## config.mk

```make
export PLATFORM = sky130hd
export DESIGN_NAME = conv_scheduler_flat
export DESIGN_NICKNAME = d
export VERILOG_FILES = /design/src/rtl/conv_pkg.sv /design/src/rtl/conv_scheduler_if.sv /design/src/rtl/conv_mac.sv /design/src/rtl/conv_scheduler.sv /design/src/flat_wrapper.sv
export SDC_FILE = /design/constraint.sdc
export NUM_CORES = 2
export LEC_CHECK = 0
export CORE_MARGIN = 2
export CORE_UTILIZATION = 40
export DETAILED_ROUTE_END_ITERATION = 10
export DONT_BUFFER_PORTS = 1
export PLACE_DENSITY = 0.5
export SLEW_MARGIN = 5
export SYNTH_ARGS = -nofsm -noshare
export SYNTH_HDL_FRONTEND = slang
export SYNTH_SLANG_ARGS = --single-unit
```

## constraint.sdc

```tcl
create_clock -name clk -period 10.6 [get_ports clk]
set_input_delay 3.18 -clock clk [delete_from_list [all_inputs] [get_ports clk]]
set_output_delay 3.18 -clock clk [all_outputs]
set_load 0.005 [all_outputs]
```

## src/rtl/conv_pkg.sv

```systemverilog
// conv_pkg: dimensions, widths and scheduler state type for the first conv layer.
package conv_pkg;
  localparam int DATA_X = 28;
  localparam int DATA_Y = 28;
  localparam int WEIGHT_X = 5;
  localparam int WEIGHT_Y = 5;
  localparam int NUM_KERNELS = 8;
  localparam int DATA_SIZE = 32;
  localparam int WEIGHT_SIZE = 32;
  localparam int CONV_SIZE = 69;
  function automatic int conv_dim(input int d, input int w);
    return d - w + 1;
  endfunction
  localparam int CONV_X = conv_dim(DATA_X, WEIGHT_X);
  localparam int CONV_Y = conv_dim(DATA_Y, WEIGHT_Y);
  typedef enum logic [2:0] {IDLE, FETCH, DRAIN, OUTPUT, DONE} conv_sched_state_t;
endpackage

```

## src/rtl/conv_scheduler_if.sv

```systemverilog
// conv_scheduler_if: buffer read bus and result stream between scheduler and its neighbours.
interface conv_scheduler_if #(
  parameter int DX = conv_pkg::DATA_X,
  parameter int DY = conv_pkg::DATA_Y,
  parameter int NK = conv_pkg::NUM_KERNELS
);
  import conv_pkg::*;
  localparam int KW = $clog2(NK);
  localparam int RW = $clog2(DX);
  localparam int CW = $clog2(DY);
  localparam int XW = $clog2(conv_dim(DX, WEIGHT_X));
  localparam int YW = $clog2(conv_dim(DY, WEIGHT_Y));
  localparam int IW = $clog2(WEIGHT_X);
  localparam int JW = $clog2(WEIGHT_Y);
  logic data_rd_en;
  logic [RW-1:0] data_rd_row;
  logic [CW-1:0] data_rd_col;
  logic signed [DATA_SIZE-1:0] data_rd_val;
  logic [KW-1:0] w_rd_kernel;
  logic [IW-1:0] w_rd_row;
  logic [JW-1:0] w_rd_col;
  logic signed [WEIGHT_SIZE-1:0] w_rd_val;
  logic res_valid;
  logic res_ready;
  logic [KW-1:0] res_kernel;
  logic [XW-1:0] res_x;
  logic [YW-1:0] res_y;
  logic signed [CONV_SIZE-1:0] res_data;
  modport master (
    output data_rd_en, data_rd_row, data_rd_col, w_rd_kernel, w_rd_row, w_rd_col,
    output res_valid, res_kernel, res_x, res_y, res_data,
    input data_rd_val, w_rd_val, res_ready
  );
  modport slave (
    input data_rd_en, data_rd_row, data_rd_col, w_rd_kernel, w_rd_row, w_rd_col,
    input res_valid, res_kernel, res_x, res_y, res_data,
    output data_rd_val, w_rd_val, res_ready
  );
endinterface

```

## src/rtl/conv_mac.sv

```systemverilog
// conv_mac: single signed multiply-accumulate; load replaces the sum with the first product of a window.
module conv_mac import conv_pkg::*; (
  input logic clk,
  input logic rst,
  input logic load,
  input logic acc_en,
  input logic signed [DATA_SIZE-1:0] a,
  input logic signed [WEIGHT_SIZE-1:0] b,
  output logic signed [CONV_SIZE-1:0] sum
);
  localparam int PW = DATA_SIZE + WEIGHT_SIZE;
  logic signed [PW-1:0] p;
  logic signed [CONV_SIZE-1:0] p_ext;
  assign p = a * b;
  assign p_ext = {{(CONV_SIZE-PW){p[PW-1]}}, p};
  always_ff @(posedge clk or posedge rst)
    if (rst) sum <= '0;
    else if (acc_en) sum <= load ? p_ext : sum + p_ext;
endmodule

```

## src/rtl/conv_scheduler.sv

```systemverilog
// conv_scheduler: walks k,x,y,i,j issuing one read pair per cycle into a single MAC,
// then streams each finished window over a valid/ready handshake.
module conv_scheduler #(
  parameter int DX = conv_pkg::DATA_X,
  parameter int DY = conv_pkg::DATA_Y,
  parameter int NK = conv_pkg::NUM_KERNELS
) (
  input logic clk,
  input logic rst,
  input logic start,
  input logic abort,
  output logic busy,
  output logic done,
  conv_scheduler_if.master bus
);
  import conv_pkg::*;
  localparam int KW = $clog2(NK);
  localparam int RW = $clog2(DX);
  localparam int CW = $clog2(DY);
  localparam int XW = $clog2(conv_dim(DX, WEIGHT_X));
  localparam int YW = $clog2(conv_dim(DY, WEIGHT_Y));
  localparam int IW = $clog2(WEIGHT_X);
  localparam int JW = $clog2(WEIGHT_Y);
  localparam logic [KW-1:0] K_LAST = KW'(NK - 1);
  localparam logic [XW-1:0] X_LAST = XW'(conv_dim(DX, WEIGHT_X) - 1);
  localparam logic [YW-1:0] Y_LAST = YW'(conv_dim(DY, WEIGHT_Y) - 1);
  localparam logic [IW-1:0] I_LAST = IW'(WEIGHT_X - 1);
  localparam logic [JW-1:0] J_LAST = JW'(WEIGHT_Y - 1);
  conv_sched_state_t state, state_n;
  logic [KW-1:0] k;
  logic [XW-1:0] x;
  logic [YW-1:0] y;
  logic [IW-1:0] i;
  logic [JW-1:0] j;
  logic rd_d, first_d;
  logic last_k, last_x, last_y, last_i, last_j, handshake;
  assign last_k = k == K_LAST;
  assign last_x = x == X_LAST;
  assign last_y = y == Y_LAST;
  assign last_i = i == I_LAST;
  assign last_j = j == J_LAST;
  assign handshake = bus.res_valid && bus.res_ready;
  always_comb begin
    busy = state != IDLE;
    done = state == DONE && !abort;
    bus.data_rd_en = state == FETCH && !abort;
    bus.res_valid = state == OUTPUT && !abort;
    state_n = abort ? IDLE :
              state == IDLE ? (start ? FETCH : IDLE) :
              state == FETCH ? (last_i && last_j ? DRAIN : FETCH) :
              state == DRAIN ? OUTPUT :
              state == OUTPUT ? (!bus.res_ready ? OUTPUT : last_y && last_x && last_k ? DONE : FETCH) :
              IDLE;
  end
  assign bus.data_rd_row = RW'(x) + RW'(i);
  assign bus.data_rd_col = CW'(y) + CW'(j);
  assign bus.w_rd_kernel = k;
  assign bus.w_rd_row = i;
  assign bus.w_rd_col = j;
  assign bus.res_kernel = k;
  assign bus.res_x = x;
  assign bus.res_y = y;
  // i,j wrap to zero on the last tap, so every FETCH entry starts at tap (0,0)
  always_ff @(posedge clk or posedge rst)
    if (rst) begin
      state <= IDLE;
      {k, x, y, i, j} <= '0;
      rd_d <= 1'b0;
      first_d <= 1'b0;
    end else begin
      state <= state_n;
      rd_d <= bus.data_rd_en;
      first_d <= i == '0 && j == '0;
      if (state == IDLE) {k, x, y, i, j} <= '0;
      else if (bus.data_rd_en) begin
        j <= last_j ? '0 : j + 1'b1;
        if (last_j) i <= last_i ? '0 : i + 1'b1;
      end else if (handshake) begin
        y <= last_y ? '0 : y + 1'b1;
        if (last_y) x <= last_x ? '0 : x + 1'b1;
        if (last_y && last_x) k <= last_k ? '0 : k + 1'b1;
      end
    end
  conv_mac u_mac (
    .clk(clk),
    .rst(rst),
    .load(first_d),
    .acc_en(rd_d && !abort),
    .a(bus.data_rd_val),
    .b(bus.w_rd_val),
    .sum(bus.res_data)
  );
endmodule

```

## src/flat_wrapper.sv

```systemverilog
// flat-port wrapper written by rule: the top's interface ports become plain ports
module conv_scheduler_flat import conv_pkg::*;
#(
  parameter int DX = conv_pkg::DATA_X,
  parameter int DY = conv_pkg::DATA_Y,
  parameter int NK = conv_pkg::NUM_KERNELS
)
  (clk, rst, start, abort, busy, done, bus_data_rd_en, bus_data_rd_row, bus_data_rd_col, bus_w_rd_kernel, bus_w_rd_row, bus_w_rd_col, bus_res_valid, bus_res_kernel, bus_res_x, bus_res_y, bus_res_data, bus_data_rd_val, bus_w_rd_val, bus_res_ready);
  conv_scheduler_if #(.DX(DX), .DY(DY), .NK(NK)) bus_i ();
  input logic clk;
  input logic rst;
  input logic start;
  input logic abort;
  output logic busy;
  output logic done;
  output wire logic [$bits(bus_i.data_rd_en)-1:0] bus_data_rd_en;
  output wire logic [$bits(bus_i.data_rd_row)-1:0] bus_data_rd_row;
  output wire logic [$bits(bus_i.data_rd_col)-1:0] bus_data_rd_col;
  output wire logic [$bits(bus_i.w_rd_kernel)-1:0] bus_w_rd_kernel;
  output wire logic [$bits(bus_i.w_rd_row)-1:0] bus_w_rd_row;
  output wire logic [$bits(bus_i.w_rd_col)-1:0] bus_w_rd_col;
  output wire logic [$bits(bus_i.res_valid)-1:0] bus_res_valid;
  output wire logic [$bits(bus_i.res_kernel)-1:0] bus_res_kernel;
  output wire logic [$bits(bus_i.res_x)-1:0] bus_res_x;
  output wire logic [$bits(bus_i.res_y)-1:0] bus_res_y;
  output wire logic [$bits(bus_i.res_data)-1:0] bus_res_data;
  input wire logic [$bits(bus_i.data_rd_val)-1:0] bus_data_rd_val;
  input wire logic [$bits(bus_i.w_rd_val)-1:0] bus_w_rd_val;
  input wire logic [$bits(bus_i.res_ready)-1:0] bus_res_ready;
  assign bus_data_rd_en = bus_i.data_rd_en;
  assign bus_data_rd_row = bus_i.data_rd_row;
  assign bus_data_rd_col = bus_i.data_rd_col;
  assign bus_w_rd_kernel = bus_i.w_rd_kernel;
  assign bus_w_rd_row = bus_i.w_rd_row;
  assign bus_w_rd_col = bus_i.w_rd_col;
  assign bus_res_valid = bus_i.res_valid;
  assign bus_res_kernel = bus_i.res_kernel;
  assign bus_res_x = bus_i.res_x;
  assign bus_res_y = bus_i.res_y;
  assign bus_res_data = bus_i.res_data;
  assign bus_i.data_rd_val = bus_data_rd_val;
  assign bus_i.w_rd_val = bus_w_rd_val;
  assign bus_i.res_ready = bus_res_ready;
  conv_scheduler #(.DX(DX), .DY(DY), .NK(NK)) u_core (.clk(clk), .rst(rst), .start(start), .abort(abort), .busy(busy), .done(done), .bus(bus_i));
endmodule
```

==> results.json <==
{
  "drc_errors": 0,
  "cts_tree": "built",
  "startpoint_type": "input port",
  "dpl_cell_area_um2": 49600,
  "rows": 122,
  "synth_top_area_share": 0.490,
  "worstPathArrival_ns": 12.06,
  "synth_area_leaders": "fa_1 (49%), inv_1 (8.3%), ha_1 (7.7%)",
  "postSynthCellCount": 4908,
  "dp_slack_ns": -1.97,
  "ant_nets": 0,
  "grt_pass1_wl_mm": 215,
  "finalHoldViolCount": 0,
  "ys_seq_elements": 93,
  "root_buffer": "clkbuf_16",
  "cp.required_ns": 10.80,
  "worst_clock_skew_ns": 0.0150,
  "syn_nets": 6335,
  "cp_slowest_stage_delay_ns": 0.62,
  "postSynth.asyncResetShare": 1.00,
  "die_area_um2": 114000,
  "cap_violations": 0,
  "worstMarginPinSlew_ns": 1.08,
  "ioPinCount": 174,
  "cts_made_buffers": 9,
  "vias": 33292,
  "grt_max_degree": 94,
  "cp_max_fo": 32,
  "die_x_um": 337,
  "worstSkewPairLatency_ns": 0.36,
  "coreArea_um2": 110000,
  "setup_viol": 46,
  "yosysSeqAreaShare": 0.0525,
  "wl_met2_mm": 63.1,
  "firstDrtPassIters": 7,
  "drtIter0Drc": 1691,
  "crit_path_end_kind": "register",
  "clk_path_buf_depth": 2,
  "fin_nets": 6632,
  "holdPathEnd": "u_core.u_mac.sum[2]",
  "drt_wl_total_mm": 133,
  "slew_viol_final": 0,
  "clkSinkCount": 93,
  "viasPerCell": 4.97,
  "maxSlewHeadroom": 0.280,
  "whs_path_depth": 2,
  "r2r_setup_slack_ns": 6.72,
  "synth_area_um2": 44300,
  "rr_worst_depth": 16,
  "rsz0062_at_grt": "true",
  "cp_common_cell": "fa_1",
  "io_buffers": 0,
  "routed-wl-met3_mm": 8.30,
  "fmax_ghz": 0.0843,
  "post-dp-hpwl_mm": 111,
  "layout.cell_area.non_filler_um2": 51400,
  "die_y_um": 337,
  "hold_slack_ns": 0.552,
  "min_from": "u_core.u_mac.sum[2]",
  "avgSynthCellArea_um2": 9.03,
  "hold_class": "register to register",
  "reg2reg_to": "u_core.u_mac.sum[68]",
  "min_period_ns": 11.86,
  "overflow": 0,
  "ctsHoldBuffers": 0,
  "grt_antenna_before_repair": 1,
  "yosysWarnings": 0,
  "maxUsedRoutingLayer": "met5",
  "grt_pass1_vias": 36328,
  "grtUsageTotal": 0.245,
  "synth_edf_count": 0,
  "layout-drive-gt1-share": 0.159,
  "path_class": "input port to register",
  "worst_path_max_delay_cell": "fa_2",
  "violations": "setup timing",
  "initial_utilization": 0.402,
  "fin_crit_sh": 1.12,
  "yosysUniqueCellTypes": 77,
  "htreeDepth": 3,
  "status": "finished with violations",
  "path_clk_slew_ns": 0.09,
  "worst_slack_ns": -1.26,
  "timing.rr.start": "u_core.u_mac.sum[0]",
  "finalWeightedCongestion": 0.864,
  "synth_ff_type": "dfrtp_1",
  "synth_top_cell_by_area": "fa_1",
  "routedWlPerCell_um": 19.8,
  "syn2layout_area_growth_pct": 15.8,
  "drt-met1-wl_mm": 59.1
}
==> repair_timing <==
item / CTS / global route
pin swaps: 110 / 107
buffers inserted: 38 / 16
resized for setup: 146 / 87
setup endpoints to repair: 49 / 49
==> layout by cell type (no fill, tap or decap), types with 77 or more instances in the layout <==
cell type	Yosys	routed
nand2_1	643	630
a21o_1	79	79
a21oi_1	191	156
buf_4	3	521
nor2_1	150	138
and2_1	540	518
ha_1	273	247
dfrtp_1	93	92
inv_1	986	974
fa_1	1085	1063
xnor2_1	99	77
==> critical path: cells and delay by family <==
kind / cells / cell delay [ns]
buffers and inverters: 6 / 0.48
adders and majority gates: 10 / 4.69
AOI/OAI and AO/OA: 15 / 2.53
xor gates and xnor gates: 1 / 0.14
and+or+nand+nor: 10 / 0.99
==> worst max path at each step <==
stage	from	end	slack [ns]	depth (start not counted)
detailed placement	bus_data_rd_val[11]	u_core.u_mac.sum[68]	-1.97	38
CTS	bus_data_rd_val[11]	u_core.u_mac.sum[68]	-1.23	39
floorplan	bus_data_rd_val[31]	u_core.u_mac.sum[68]	-1.10	33
global route	bus_data_rd_val[13]	u_core.u_mac.sum[68]	-1.64	41
finish	bus_data_rd_val[13]	u_core.u_mac.sum[68]	-1.26	42
global placement	bus_w_rd_val[20]	u_core.u_mac.sum[66]	-2.01	41
==> metrics by stage <==
| step | setup TNS, ns | std cells | util |
|---|---|---|---|
| global placement | -71.50 | 6648 | 0.449 |
| global route | -55.94 | 6698 | 0.465 |
| detailed placement | -70.72 | 6648 | 0.449 |
| floorplan | -24.47 | 4908 | - |
| CTS | -37.34 | 6693 | 0.461 |
| finish | -39.46 | 6699 | 0.465 |
==> synth_stat cells, types with 18 or more instances <==
library cell	instances
nand4_1	31
nand3_1	28
a31oi_1	20
inv_1	986
and2_1	540
xor2_1	47
o21ai_0	110
nand2_1	643
a21oi_1	191
nand2b_1	23
nor3_1	25
nor2b_1	18
o21bai_1	25
xnor2_1	99
dfrtp_1	93
nor2_1	150
o21ai_1	30
fa_1	1085
a21o_1	79
clkbuf_1	245
ha_1	273
==> cell type report <==
class,count,area [um^2]
inverter,987,3710
clock buffer,9,225
fill,10725,59000
tap,1488,1860
clock inverter,7,83.8
antenna,1,2.50
timing repair buffer,544,4200
sequential,93,2330
multi-input combinational,3570,38900
==> state kept, by name, summed over array words and instances, names as in the netlist <==
name and count:
u_core.bus.res_kernel 3, u_core.bus.res_x 5, u_core.bus.res_y 5, u_core.bus.w_rd_col 3
u_core.bus.w_rd_row 3, u_core.first_d 1, u_core.rd_d 1, u_core.state 3
u_core.u_mac.sum 69
==> kinds of logic after synthesis <==
kind of cell	after synthesis	synth area share
AND/OR/NAND/NOR	1495	0.165
flip-flops	93	0.0525
buffers and inverters	1245	0.106
AO/OA/AOI/OAI	566	0.0795
multiplexers	5	0.00113
XOR/XNOR	146	0.0288
adder cells (fa/ha/maj)	1358	0.567
==> routing by layer <==
| layer | vias up | track usage |
|---|---|---|
| met2 | 713 | 0.399 |
| li1 | 15268 | - |
| met4 | 2 | 0.0412 |
| met1 | 17205 | 0.346 |
| met3 | 104 | 0.0462 |
| met5 | - | 0.00426 |
Power is left out: the tool's default activity adds up to more than one toggle a clock period on the data nets, which glitch-free logic cannot reach.
